==> src/rtl/cmlb_ctrl_pkg.sv <==
// cmlb_ctrl_pkg
// Shared definitions for the code MLB fill / maintenance sequencer:
//   - fill_state_e : sequencer state encoding
//   - FLUSH_CNT_W  : width of the invalidate sweep counter (512 sets)
//   - TIMEOUT_W / TIMEOUT_MAX : walk-response watchdog sizing, used only
//     when CMLB_FILL_TIMEOUT_EN is defined
//   - CMLB_DATA_W  : CMLB entry payload width, taken from `cmlbData_width

`ifndef cmlbData_width
`define cmlbData_width 64
`endif

package cmlb_ctrl_pkg;

    localparam int CMLB_DATA_W = `cmlbData_width;

    localparam int FLUSH_CNT_W = 9;

    localparam int TIMEOUT_W   = 10;
    localparam int TIMEOUT_MAX = 1023;

    typedef enum logic [2:0] {
        ST_IDLE  = 3'd0,
        ST_REQ   = 3'd1,
        ST_WAIT  = 3'd2,
        ST_FILL  = 3'd3,
        ST_FLUSH = 3'd4
    } fill_state_e;

endpackage

==> src/rtl/cmlb_fill_timer.sv <==
// cmlb_fill_timer
// Watchdog for an outstanding page-walk request. The counter is held at
// zero while clear is high and advances while enable is high; expire is
// raised once TIMEOUT_MAX cycles have elapsed with enable continuously set.
// The module exists only when CMLB_FILL_TIMEOUT_EN is defined.
// Ports:
//   clk, rst  : clock, synchronous active-high reset
//   clear     : force the count back to zero
//   enable    : count this cycle
//   expire    : count has reached TIMEOUT_MAX while enabled

`ifdef CMLB_FILL_TIMEOUT_EN
module cmlb_fill_timer
    import cmlb_ctrl_pkg::*;
(
    input  logic clk,
    input  logic rst,
    input  logic clear,
    input  logic enable,
    output logic expire
);

    logic [TIMEOUT_W-1:0] cnt_q;
    logic [TIMEOUT_W-1:0] cnt_d;
    logic                 at_max;

    assign at_max = (cnt_q == TIMEOUT_W'(TIMEOUT_MAX));
    assign expire = enable && at_max;

    // Saturate at the limit so a stuck enable cannot wrap and hide the expiry.
    always_comb begin
        cnt_d = cnt_q;
        if (clear) begin
            cnt_d = '0;
        end else if (enable && !at_max) begin
            cnt_d = cnt_q + 1'b1;
        end
    end

    always_ff @(posedge clk) begin
        if (rst) begin
            cnt_q <= '0;
        end else begin
            cnt_q <= cnt_d;
        end
    end

endmodule
`endif

==> src/rtl/cmlb_fill_ctrl.sv <==
// cmlb_fill_ctrl
// Miss and maintenance sequencer for the code MLB. Accepts one fetch miss
// at a time, issues a page-walk request, writes the returned entry into the
// CMLB for one cycle, and runs a full 512-set invalidate sweep on request.
// While it owns the CMLB it drives the array address/write mux and stalls
// fetch.
// Optional build macro: CMLB_FILL_TIMEOUT_EN adds a walk-response watchdog
// that turns a 1023-cycle silent wait into a fault.
// Ports:
//   clk, rst                     : clock, synchronous active-high reset
//   miss_valid/addr/tr/thread    : fetch miss report; miss_ready accepts it
//   walk_req_valid/addr/tr/thread, walk_req_ready : walk request handshake
//   walk_rsp_valid/data/fault    : walker response
//   cmlb_addr, cmlb_tr           : CMLB index/transl_jump while busy
//   cmlb_write_wen/data          : CMLB entry write
//   cmlb_inval                   : invalidate the indexed set
//   fstall                       : fetch stall
//   fault_valid, fault_addr      : walk fault report (pulse + address)
//   flush_req, flush_done        : invalidate sweep request / completion pulse

module cmlb_fill_ctrl
    import cmlb_ctrl_pkg::*;
#(
    parameter int IP_WIDTH = 65,
    parameter int DATA_W   = CMLB_DATA_W
) (
    input  logic                clk,
    input  logic                rst,

    input  logic                miss_valid,
    input  logic [IP_WIDTH-1:0] miss_addr,
    input  logic                miss_tr,
    input  logic                miss_thread,
    output logic                miss_ready,

    output logic                walk_req_valid,
    output logic [IP_WIDTH-1:0] walk_req_addr,
    output logic                walk_req_tr,
    output logic                walk_req_thread,
    input  logic                walk_req_ready,

    input  logic                walk_rsp_valid,
    input  logic [DATA_W-1:0]   walk_rsp_data,
    input  logic                walk_rsp_fault,

    output logic [IP_WIDTH-1:0] cmlb_addr,
    output logic                cmlb_tr,
    output logic                cmlb_write_wen,
    output logic [DATA_W-1:0]   cmlb_write_data,
    output logic                cmlb_inval,
    output logic                fstall,

    output logic                fault_valid,
    output logic [IP_WIDTH-1:0] fault_addr,

    input  logic                flush_req,
    output logic                flush_done
);

    fill_state_e              state_q, state_d;
    logic [IP_WIDTH-1:0]      addr_q, addr_d;
    logic                     tr_q, tr_d;
    logic                     thread_q, thread_d;
    logic [DATA_W-1:0]        data_q, data_d;
    logic                     flush_pending_q, flush_pending_d;
    logic [FLUSH_CNT_W-1:0]   flush_cnt_q, flush_cnt_d;
    logic                     fault_valid_q, fault_valid_d;
    logic [IP_WIDTH-1:0]      fault_addr_q, fault_addr_d;
    logic                     flush_done_q, flush_done_d;

    logic [IP_WIDTH-1:0]      flush_addr;
    logic                     timeout_expire;

`ifdef CMLB_FILL_TIMEOUT_EN
    cmlb_fill_timer u_timer (
        .clk    (clk),
        .rst    (rst),
        .clear  (state_q != ST_WAIT),
        .enable (state_q == ST_WAIT),
        .expire (timeout_expire)
    );
`else
    assign timeout_expire = 1'b0;
`endif

    // The sweep counter's low byte is replicated into both index fields of
    // the CMLB address; the top bit selects the transl_jump half.
    always_comb begin
        flush_addr        = '0;
        flush_addr[21:14] = flush_cnt_q[7:0];
        flush_addr[11:4]  = flush_cnt_q[7:0];
    end

    // Walk request fields are only presented while the request is live.
    assign walk_req_addr   = walk_req_valid ? addr_q : '0;
    assign walk_req_tr     = walk_req_valid ? tr_q : 1'b0;
    assign walk_req_thread = walk_req_valid ? thread_q : 1'b0;

    assign cmlb_write_data = data_q;
    assign fault_valid     = fault_valid_q;
    assign fault_addr      = fault_addr_q;
    assign flush_done      = flush_done_q;

    always_comb begin
        state_d         = state_q;
        addr_d          = addr_q;
        tr_d            = tr_q;
        thread_d        = thread_q;
        data_d          = data_q;
        flush_pending_d = flush_pending_q;
        flush_cnt_d     = '0;
        fault_valid_d   = 1'b0;
        fault_addr_d    = fault_addr_q;
        flush_done_d    = 1'b0;

        miss_ready      = 1'b0;
        walk_req_valid  = 1'b0;
        cmlb_addr       = '0;
        cmlb_tr         = 1'b0;
        cmlb_write_wen  = 1'b0;
        cmlb_inval      = 1'b0;
        fstall          = 1'b0;

        // A flush arriving while a miss is in flight is remembered and run
        // once the miss has finished; during a sweep it is simply absorbed.
        if (flush_req && (state_q inside {ST_REQ, ST_WAIT, ST_FILL})) begin
            flush_pending_d = 1'b1;
        end

        case (state_q)
            ST_IDLE: begin
                if (flush_req || flush_pending_q) begin
                    state_d         = ST_FLUSH;
                    flush_pending_d = 1'b0;
                end else begin
                    miss_ready = 1'b1;
                    if (miss_valid) begin
                        addr_d   = miss_addr;
                        tr_d     = miss_tr;
                        thread_d = miss_thread;
                        state_d  = ST_REQ;
                    end
                end
            end

            ST_REQ: begin
                walk_req_valid = 1'b1;
                fstall         = 1'b1;
                cmlb_addr      = addr_q;
                cmlb_tr        = tr_q;
                if (walk_req_ready) begin
                    state_d = ST_WAIT;
                end
            end

            // A real response beats a watchdog expiry in the same cycle.
            ST_WAIT: begin
                fstall    = 1'b1;
                cmlb_addr = addr_q;
                cmlb_tr   = tr_q;
                if (walk_rsp_valid) begin
                    if (walk_rsp_fault) begin
                        fault_valid_d = 1'b1;
                        fault_addr_d  = addr_q;
                        state_d       = ST_IDLE;
                    end else begin
                        data_d  = walk_rsp_data;
                        state_d = ST_FILL;
                    end
                end else if (timeout_expire) begin
                    fault_valid_d = 1'b1;
                    fault_addr_d  = addr_q;
                    state_d       = ST_IDLE;
                end
            end

            ST_FILL: begin
                fstall         = 1'b1;
                cmlb_write_wen = 1'b1;
                cmlb_addr      = addr_q;
                cmlb_tr        = tr_q;
                state_d        = ST_IDLE;
            end

            ST_FLUSH: begin
                fstall      = 1'b1;
                cmlb_inval  = 1'b1;
                cmlb_addr   = flush_addr;
                cmlb_tr     = flush_cnt_q[FLUSH_CNT_W-1];
                flush_cnt_d = flush_cnt_q + 1'b1;
                if (flush_cnt_q == {FLUSH_CNT_W{1'b1}}) begin
                    flush_done_d = 1'b1;
                    state_d      = ST_IDLE;
                end
            end

            default: begin
                state_d = ST_IDLE;
            end
        endcase
    end

    always_ff @(posedge clk) begin
        if (rst) begin
            state_q         <= ST_IDLE;
            addr_q          <= '0;
            tr_q            <= 1'b0;
            thread_q        <= 1'b0;
            data_q          <= '0;
            flush_pending_q <= 1'b0;
            flush_cnt_q     <= '0;
            fault_valid_q   <= 1'b0;
            fault_addr_q    <= '0;
            flush_done_q    <= 1'b0;
        end else begin
            state_q         <= state_d;
            addr_q          <= addr_d;
            tr_q            <= tr_d;
            thread_q        <= thread_d;
            data_q          <= data_d;
            flush_pending_q <= flush_pending_d;
            flush_cnt_q     <= flush_cnt_d;
            fault_valid_q   <= fault_valid_d;
            fault_addr_q    <= fault_addr_d;
            flush_done_q    <= flush_done_d;
        end
    end

endmodule

==> config.mk <==
export PLATFORM = sky130hd
export DESIGN_NAME = cmlb_fill_ctrl
export DESIGN_NICKNAME = d
export VERILOG_FILES = /design/src/rtl/cmlb_ctrl_pkg.sv /design/src/rtl/cmlb_fill_timer.sv /design/src/rtl/cmlb_fill_ctrl.sv
export SDC_FILE = /design/constraint.sdc
export NUM_CORES = 1
export LEC_CHECK = 0
export CAP_MARGIN = 30
export CORE_MARGIN = 2
export CORE_UTILIZATION = 40
export CTS_CLUSTER_SIZE = 28
export DETAILED_ROUTE_END_ITERATION = 10
export PLACE_DENSITY = 0.78
export SYNTH_ARGS = -nofsm -noshare
export SYNTH_HDL_FRONTEND = slang
export SYNTH_SLANG_ARGS = --single-unit
==> constraint.sdc <==
create_clock -name clk -period 1.4 [get_ports clk]
set_input_delay 0.28 -clock clk [delete_from_list [all_inputs] [get_ports clk]]
set_output_delay 0.28 -clock clk [all_outputs]
set_load 0.01 [all_outputs]
==> flow_metrics.py, run 1 <==
metrics = {
    "status": {
        "status": "complete, but fails checks",
        "violations": "setup timing",
    },
    "timing": {
        "fin_setup_tns_ns": -139.86,
        "relSlewSlack_pct": 74.98,
        "rsz0062_at_grt": "yes",
        "final-hold-violation-count": 0,
        "tightest_slew_ns": 0.3752,
        "period_share_pct": 150.2,
        "fin_skew_ns": 0.01085,
        "period_needed_ns": 2.103,
        "slew_violations": 0,
        "max_freq_ghz": 0.4754,
        "worst_slack_ns": -0.7033,
        "setup_viol": 335,
    },
    "routing": {
        "avgRoutedWirePerCell_um": 20.19,
        "routed_via_density": 4.884,
        "drcViolationCount": 0,
        "first_iter_violations": 399,
        "vias": 8937,
        "wl_um": 36940,
        "first_pass_iters": 4,
        "antenna_left": 0,
    },
    "cts": {
        "tritoncts": "done",
        "cts_max_path_buffers": 3,
        "root_buffer": "clkbuf_16",
        "clk_pin_slew_ns": 0.06,
        "cts_buffers": 25,
        "clk_latency_ns": 0.51,
        "holdBufCountCts": 0,
        "clock-sinks": 211,
        "h-tree-depth": 1,
    },
    "grt": {
        "grt_pass1_wl_um": 49250,
        "grt_max_degree": 68,
        "overflow": 0,
        "antenna_found_initial": 1,
        "grt.total_usage_pct": 23.77,
        "grt_pass1_vias": 8717,
    },
    "critical_path": {
        "path_max_fanout": 6,
        "crit_type": "flip-flop to output pin",
        "endpoint_kind": "output pin",
        "slowest_delay_ns": 0.37,
        "slowest_stage": "dfxtp_4",
        "critPathLaunchType": "flip-flop",
        "path_cells": "nor2_4 > nor2_4 > buf_12 > buf_12 > clkbuf_16 > a22o_1 > buf_6",
        "crit_buf_inv": 4,
        "cp.required_ns": 1.12,
        "cp.arrival_ns": 1.82,
        "cp_top_family": "buffers and inverters",
    },
    "place": {
        "place.port_buffers": 406,
        "hpwl_um": 22590,
        "dp_cells": 1715,
        "gp_congestion": 0.8210,
        "placed_cell_area_mm2": 0.01468,
    },
    "pwr": {
        "power.density_mw_per_mm2": 833.8,
        "ir_drop_mv": 0.6634,
        "power_mw": 14.37,
        "leakage_nw": 9.017,
    },
    "layout": {
        "mostFrequentLayoutCell": "nand2b_1",
        "fin_area_mm2": 0.01724,
        "antennaDiodeCount": 0,
        "fin_cells": 1830,
        "fillers": 1768,
        "layout_common_cells": "nand2b_1 (327), dfxtp_1 (203), mux2i_1 (191)",
        "drive_gt1_share_pct": 28.62,
        "finish.net_count": 1629,
        "area_delta_synth_final_pct": 71.84,
    },
    "die": {
        "design.die.area_mm2": 0.02636,
        "core-area_mm2": 0.02446,
        "rows": 57,
        "die_w_um": 162.4,
        "initial_core_util_pct": 41.01,
        "fp.dieH_um": 162.4,
        "io_pins": 407,
    },
    "logic_synthesis": {
        "syn_avg_cell_area_um2": 9.953,
        "synth_seq_cells": 211,
        "synth_warnings": 0,
        "synth_cell_types": 37,
        "syn_inst": 1008,
        "synth_top_family_by_area": "simple AND/OR/NAND/NOR gates",
        "synthAdderAreaFrac_pct": 0.2494,
        "synth-xor-area-share_pct": 0.3492,
        "synth_mux_area_share_pct": 19.56,
        "synth_compound_area_share_pct": 2.370,
        "syn_nets": 1148,
        "synthSimpleGateAreaFrac_pct": 30.03,
        "synth_area_mm2": 0.01003,
        "synth-seq-area-share_pct": 42.11,
    },
    "worst_hold_path": {
        "worst_hold_path_type": "primary input to flip-flop",
    },
    "run": {
        "maxCapViolCount": 0,
    },
}
==> power breakdown <==
| group | leakage, nW | internal, mW | switching, mW |
|---|---|---|---|
| logic | 6.94 | 1.29 | 0.830 |
| registers | 1.71 | 6.13 | 0.142 |
| clock network | 0.365 | 3.50 | 2.49 |
| total | 9.02 | 10.9 | 3.46 |
==> worst paths after layout <==
kind                                             to                start  depth (start not counted)  slack (ns)
worst max register to register  cmlb_write_data[62]           state_q[2]                          8       -0.36
worst min-delay path                     state_q[2]                  rst                          2        0.21
worst min register to register  cmlb_write_data[33]  cmlb_write_data[33]                          2        0.47
worst max-delay path                   cmlb_addr[5]           state_q[0]                          7       -0.70
==> logic make-up (layout without fill, tap and decap cells) <==
family	after synthesis	in the layout
and+or+nand+nor	482	483
DFF	211	211
muxes	196	196
buffers and inverters	81	578
AOI/OAI and AO/OA	32	32
xor gates and xnor gates	4	4
adders and majority gates	2	2
==> area by class of cell <==
type / instances / area (um2) / share of cell area, %
clock buffers: 40 / 721.9 / 4.188
clock inverters: 4 / 20.02 / 0.1161
inverters: 3 / 13.76 / 0.07984
multi-input cells: 717 / 5642 / 32.73
flip-flops and latches: 211 / 4249 / 24.65
well taps: 324 / 405.4 / 2.352
repair buffers: 531 / 6187 / 35.89
==> cells in the mapped netlist (all sizes together) <==
| master | n | area, um2 |
|---|---|---|
| nor4 | 2 | 12.51 |
| and2 | 120 | 750.7 |
| and4 | 1 | 8.760 |
| a2bb2oi | 1 | 8.760 |
| buf | 30 | 337.8 |
| o31ai | 2 | 15.01 |
| dfxtp | 211 | 4224 |
| nor3 | 3 | 31.28 |
| nand2 | 4 | 15.01 |
| xnor2 | 2 | 17.52 |
| xor2 | 2 | 17.52 |
| nand3b | 1 | 7.510 |
| and3 | 2 | 12.51 |
| a211oi | 2 | 15.01 |
| clkbuf | 48 | 186.4 |
| nand3 | 6 | 30.03 |
| nand4 | 2 | 12.51 |
| a211o | 1 | 8.760 |
| a21oi | 4 | 20.02 |
| nand2b | 327 | 2046 |
| or3 | 3 | 18.77 |
| ha | 2 | 25.02 |
| and4b | 1 | 10.01 |
| a22o | 16 | 140.1 |
| o21ai | 6 | 30.03 |
| nor2 | 9 | 38.79 |
| mux2i | 196 | 1962 |
| nor3b | 1 | 18.77 |
| inv | 3 | 11.26 |
==> sequential cells by signal (all words and copies together), names as in the netlist <==
register / cells
tr_q: 1
flush_pending_q: 1
flush_done: 1
addr_q: 65
fault_valid: 1
state_q: 3
cmlb_write_data: 64
flush_cnt_q: 9
fault_addr: 65
thread_q: 1
==> per-layer routing <==
layer | up-vias | routed length (um) | track usage (%)
li1 | 4272 | - | -
met2 | 352 | 18720 | 42.77
met1 | 4243 | 14310 | 27.03
met5 | - | 13 | 0
met3 | 68 | 2938 | 6.977
met4 | 2 | 958 | 7.603
==> metrics by stage <==
stage	hold WS (ns)	setup slack [ns]	utilization, %
floorplan	0.4353	-0.06045	-
global placement	0.4569	-0.6101	60.00
detailed placement	0.4599	-0.6085	60.00
CTS	0.1786	-0.7814	63.67
global route	0.2120	-0.7569	70.47
finish	0.2142	-0.7033	70.47
==> what timing repair did <==
| item | CTS | global route |
|---|---|---|
| setup endpoints to repair | 468 | 471 |
| pin swaps | 24 | 20 |
| gates resized for setup | 498 | 448 |
| setup buffers | 13 | 28 |
| cloned | 7 | 29 |
Power figures use the tool's default switching activity.
==> run 2: changes to the inputs <==
--- a/config.mk
+++ b/config.mk
@@ -10,6 +10,7 @@
 export CORE_UTILIZATION = 40
 export CTS_CLUSTER_SIZE = 28
 export DETAILED_ROUTE_END_ITERATION = 10
+export GPL_ROUTABILITY_DRIVEN = 0
 export PLACE_DENSITY = 0.78
 export SYNTH_ARGS = -nofsm -noshare
 export SYNTH_HDL_FRONTEND = slang
==> results of run 2 <==
Final layout, timing and power as in run 1 (identical DEF).
==> run 3: changes to the inputs <==
--- a/config.mk
+++ b/config.mk
@@ -6,12 +6,15 @@
 export NUM_CORES = 1
 export LEC_CHECK = 0
 export CAP_MARGIN = 30
+export CELL_PAD_IN_SITES_DETAIL_PLACEMENT = 2
+export CELL_PAD_IN_SITES_GLOBAL_PLACEMENT = 2
 export CORE_MARGIN = 2
-export CORE_UTILIZATION = 40
+export CORE_UTILIZATION = 23
 export CTS_CLUSTER_SIZE = 28
 export DETAILED_ROUTE_END_ITERATION = 10
 export GPL_ROUTABILITY_DRIVEN = 0
-export PLACE_DENSITY = 0.78
+export PLACE_DENSITY_LB_ADDON = 0.1
+export SLEW_MARGIN = 10
 export SYNTH_ARGS = -nofsm -noshare
 export SYNTH_HDL_FRONTEND = slang
 export SYNTH_SLANG_ARGS = --single-unit
==> flow_metrics.py, run 3 (same netlist as run 1, synthesis figures left out) <==
metrics = {
    "timing": {
        "tightest_slew_ns": 0.3563,
        "rsz0062_at_grt": "yes",
        "max_freq_ghz": 0.4587,
        "relSlewSlack_pct": 76.17,
        "setup_viol": 335,
        "timing.hold.ws_ns": 0.2763,
        "period_needed_ns": 2.180,
        "slew_violations": 0,
        "worst_slack_ns": -0.7800,
        "period_share_pct": 155.7,
        "fin_setup_tns_ns": -158.31,
        "fin_skew_ns": 0.01055,
        "final-hold-violation-count": 0,
    },
    "routing": {
        "drcViolationCount": 0,
        "highest-signal-layer": "met5",
        "avgRoutedWirePerCell_um": 21.26,
        "wl_um": 44920,
        "route.met3.wl_um": 3352,
        "wl_met2_um": 21910,
        "vias": 9029,
        "first_pass_iters": 4,
        "antenna_left": 0,
        "first_iter_violations": 216,
        "routed_via_density": 4.273,
        "m1WireLength_um": 19010,
    },
    "pwr": {
        "power.density_mw_per_mm2": 916.5,
        "swShare_pct": 23.88,
        "internal-power_mw": 12.25,
        "p_switching_mw": 3.842,
        "power_mw": 16.09,
        "power_frac_clock_pct": 47.2,
        "p_seq_share_pct": 38.9,
        "combPwrFrac_pct": 13.9,
        "leakage_nw": 7.793,
        "ir_drop_mv": 0.8051,
    },
    "critical_path": {
        "path_max_fanout": 5,
        "cp.arrival_ns": 1.90,
        "worstReg2RegEnd": "fault_addr[23]",
        "crit_start": "state_q[0]",
        "r2r_cells": 10,
        "reg2reg_from": "state_q[0]",
        "cp.required_ns": 1.12,
        "critPathLaunchType": "flip-flop",
        "endpoint_kind": "output pin",
        "slowest_stage": "dfxtp_4",
        "slowest_delay_ns": 0.37,
        "path_cells": "nor3b_4 > buf_6 > buf_12 > buf_12 > clkbuf_16 > and2_4 > buf_6",
        "r2r_slack_ns": -0.46,
        "crit_type": "flip-flop to output pin",
    },
    "layout": {
        "area_delta_synth_final_pct": 74.98,
        "finish.net_count": 1646,
        "fillers": 4517,
        "final_util_pct": 40.75,
        "mostFrequentLayoutCell": "nand2b_1",
        "layout_common_cells": "nand2b_1 (327), dfxtp_1 (201), mux2i_1 (193)",
        "drive_gt1_share_pct": 35.32,
    },
    "cts": {
        "clk_pin_slew_ns": 0.06,
        "cts_buffers": 28,
        "h-tree-depth": 1,
        "clk_latency_ns": 0.55,
        "clock-sinks": 211,
        "tritoncts": "done",
        "cts_max_path_buffers": 3,
        "holdBufCountCts": 0,
        "root_buffer": "clkbuf_16",
    },
    "grt": {
        "antenna_found_initial": 6,
        "grt_max_degree": 80,
        "grt.total_usage_pct": 17.09,
        "overflow": 0,
        "grt_pass1_vias": 9365,
        "grt_pass1_wl_um": 58770,
    },
    "worst_hold_path": {
        "hold-path-cell-count": 4,
        "hp-start": "rst",
        "hold_end": "flush_cnt_q[1]",
        "worst_hold_path_type": "primary input to flip-flop",
    },
    "die": {
        "core-area_mm2": 0.04308,
        "io_pins": 407,
        "die_w_um": 212.9,
        "design.die.area_mm2": 0.04531,
        "rows": 76,
        "fp.dieH_um": 212.9,
        "initial_core_util_pct": 23.29,
    },
    "status": {
        "status": "complete, but fails checks",
        "violations": "setup timing",
    },
    "place": {
        "dpl_worst_slack_ns": -0.5699,
        "place.port_buffers": 406,
        "hpwl_um": 28180,
    },
    "run": {
        "maxCapViolCount": 0,
    },
}
==> run 3: layer usage <==
layer | vias up | track usage, %
met5 | - | 0
met4 | 8 | 3.376
met3 | 44 | 6.383
met2 | 243 | 28.81
met1 | 4438 | 20.79
li1 | 4296 | -
==> run 3: worst max path at each step <==
stage / depth (start not counted) / slack (ns) / to
2_1_floorplan: 5 / -0.06 / walk_req_addr[46]
3_3_place_gp: 4 / -0.55 / miss_ready
3_5_place_dp: 6 / -0.57 / addr_q[10]
4_1_cts: 7 / -0.87 / walk_req_addr[35]
5_1_grt: 7 / -0.87 / walk_req_addr[22]
6_report: 7 / -0.78 / walk_req_addr[22]
==> run 3: cell type report <==
| cell class | count | area, um2 | area share, % |
|---|---|---|---|
| clock buffer | 43 | 859.6 | 4.897 |
| sequential | 211 | 4252 | 24.22 |
| inverter | 3 | 18.77 | 0.1069 |
| antenna | 2 | 5.005 | 0.02851 |
| multi-input combinational | 716 | 5594 | 31.87 |
| timing repair buffer | 546 | 5979 | 34.06 |
| clock inverter | 7 | 113.9 | 0.6486 |
| tap | 585 | 732.0 | 4.170 |
==> run 3: power groups by stage <==
stage	Sequential, mW	Clock, mW	Combinational [mW]
2_1_floorplan	6.33	0	0.813
3_3_place_gp	6.39	0	1.58
3_5_place_dp	6.40	0	1.61
4_1_cts	6.27	7.86	1.84
5_1_grt	6.28	8.17	2.38
6_report	6.26	7.59	2.23
==> run 3: through the flow <==
step	instances	area [um2]
CTS	2056	16510
finish	2113	17550
floorplan	1008	10220
detailed placement	1979	15130
global placement	1979	15130
global route	2111	17550
==> run 3: critical path: cells and delay by family, from the launching register on <==
kind | cells | cell delay [ns]
flip-flops | 1 | 0.37
AND/OR/NAND/NOR | 2 | 0.37
buffers and inverters | 5 | 0.61
==> run 3: timing repair <==
action | 4_1_cts | 5_1_grt
buffers inserted | 20 | 25
gates cloned | 8 | 32
setup endpoints to repair | 449 | 471
resized for setup | 533 | 516
pin swaps | 5 | 21
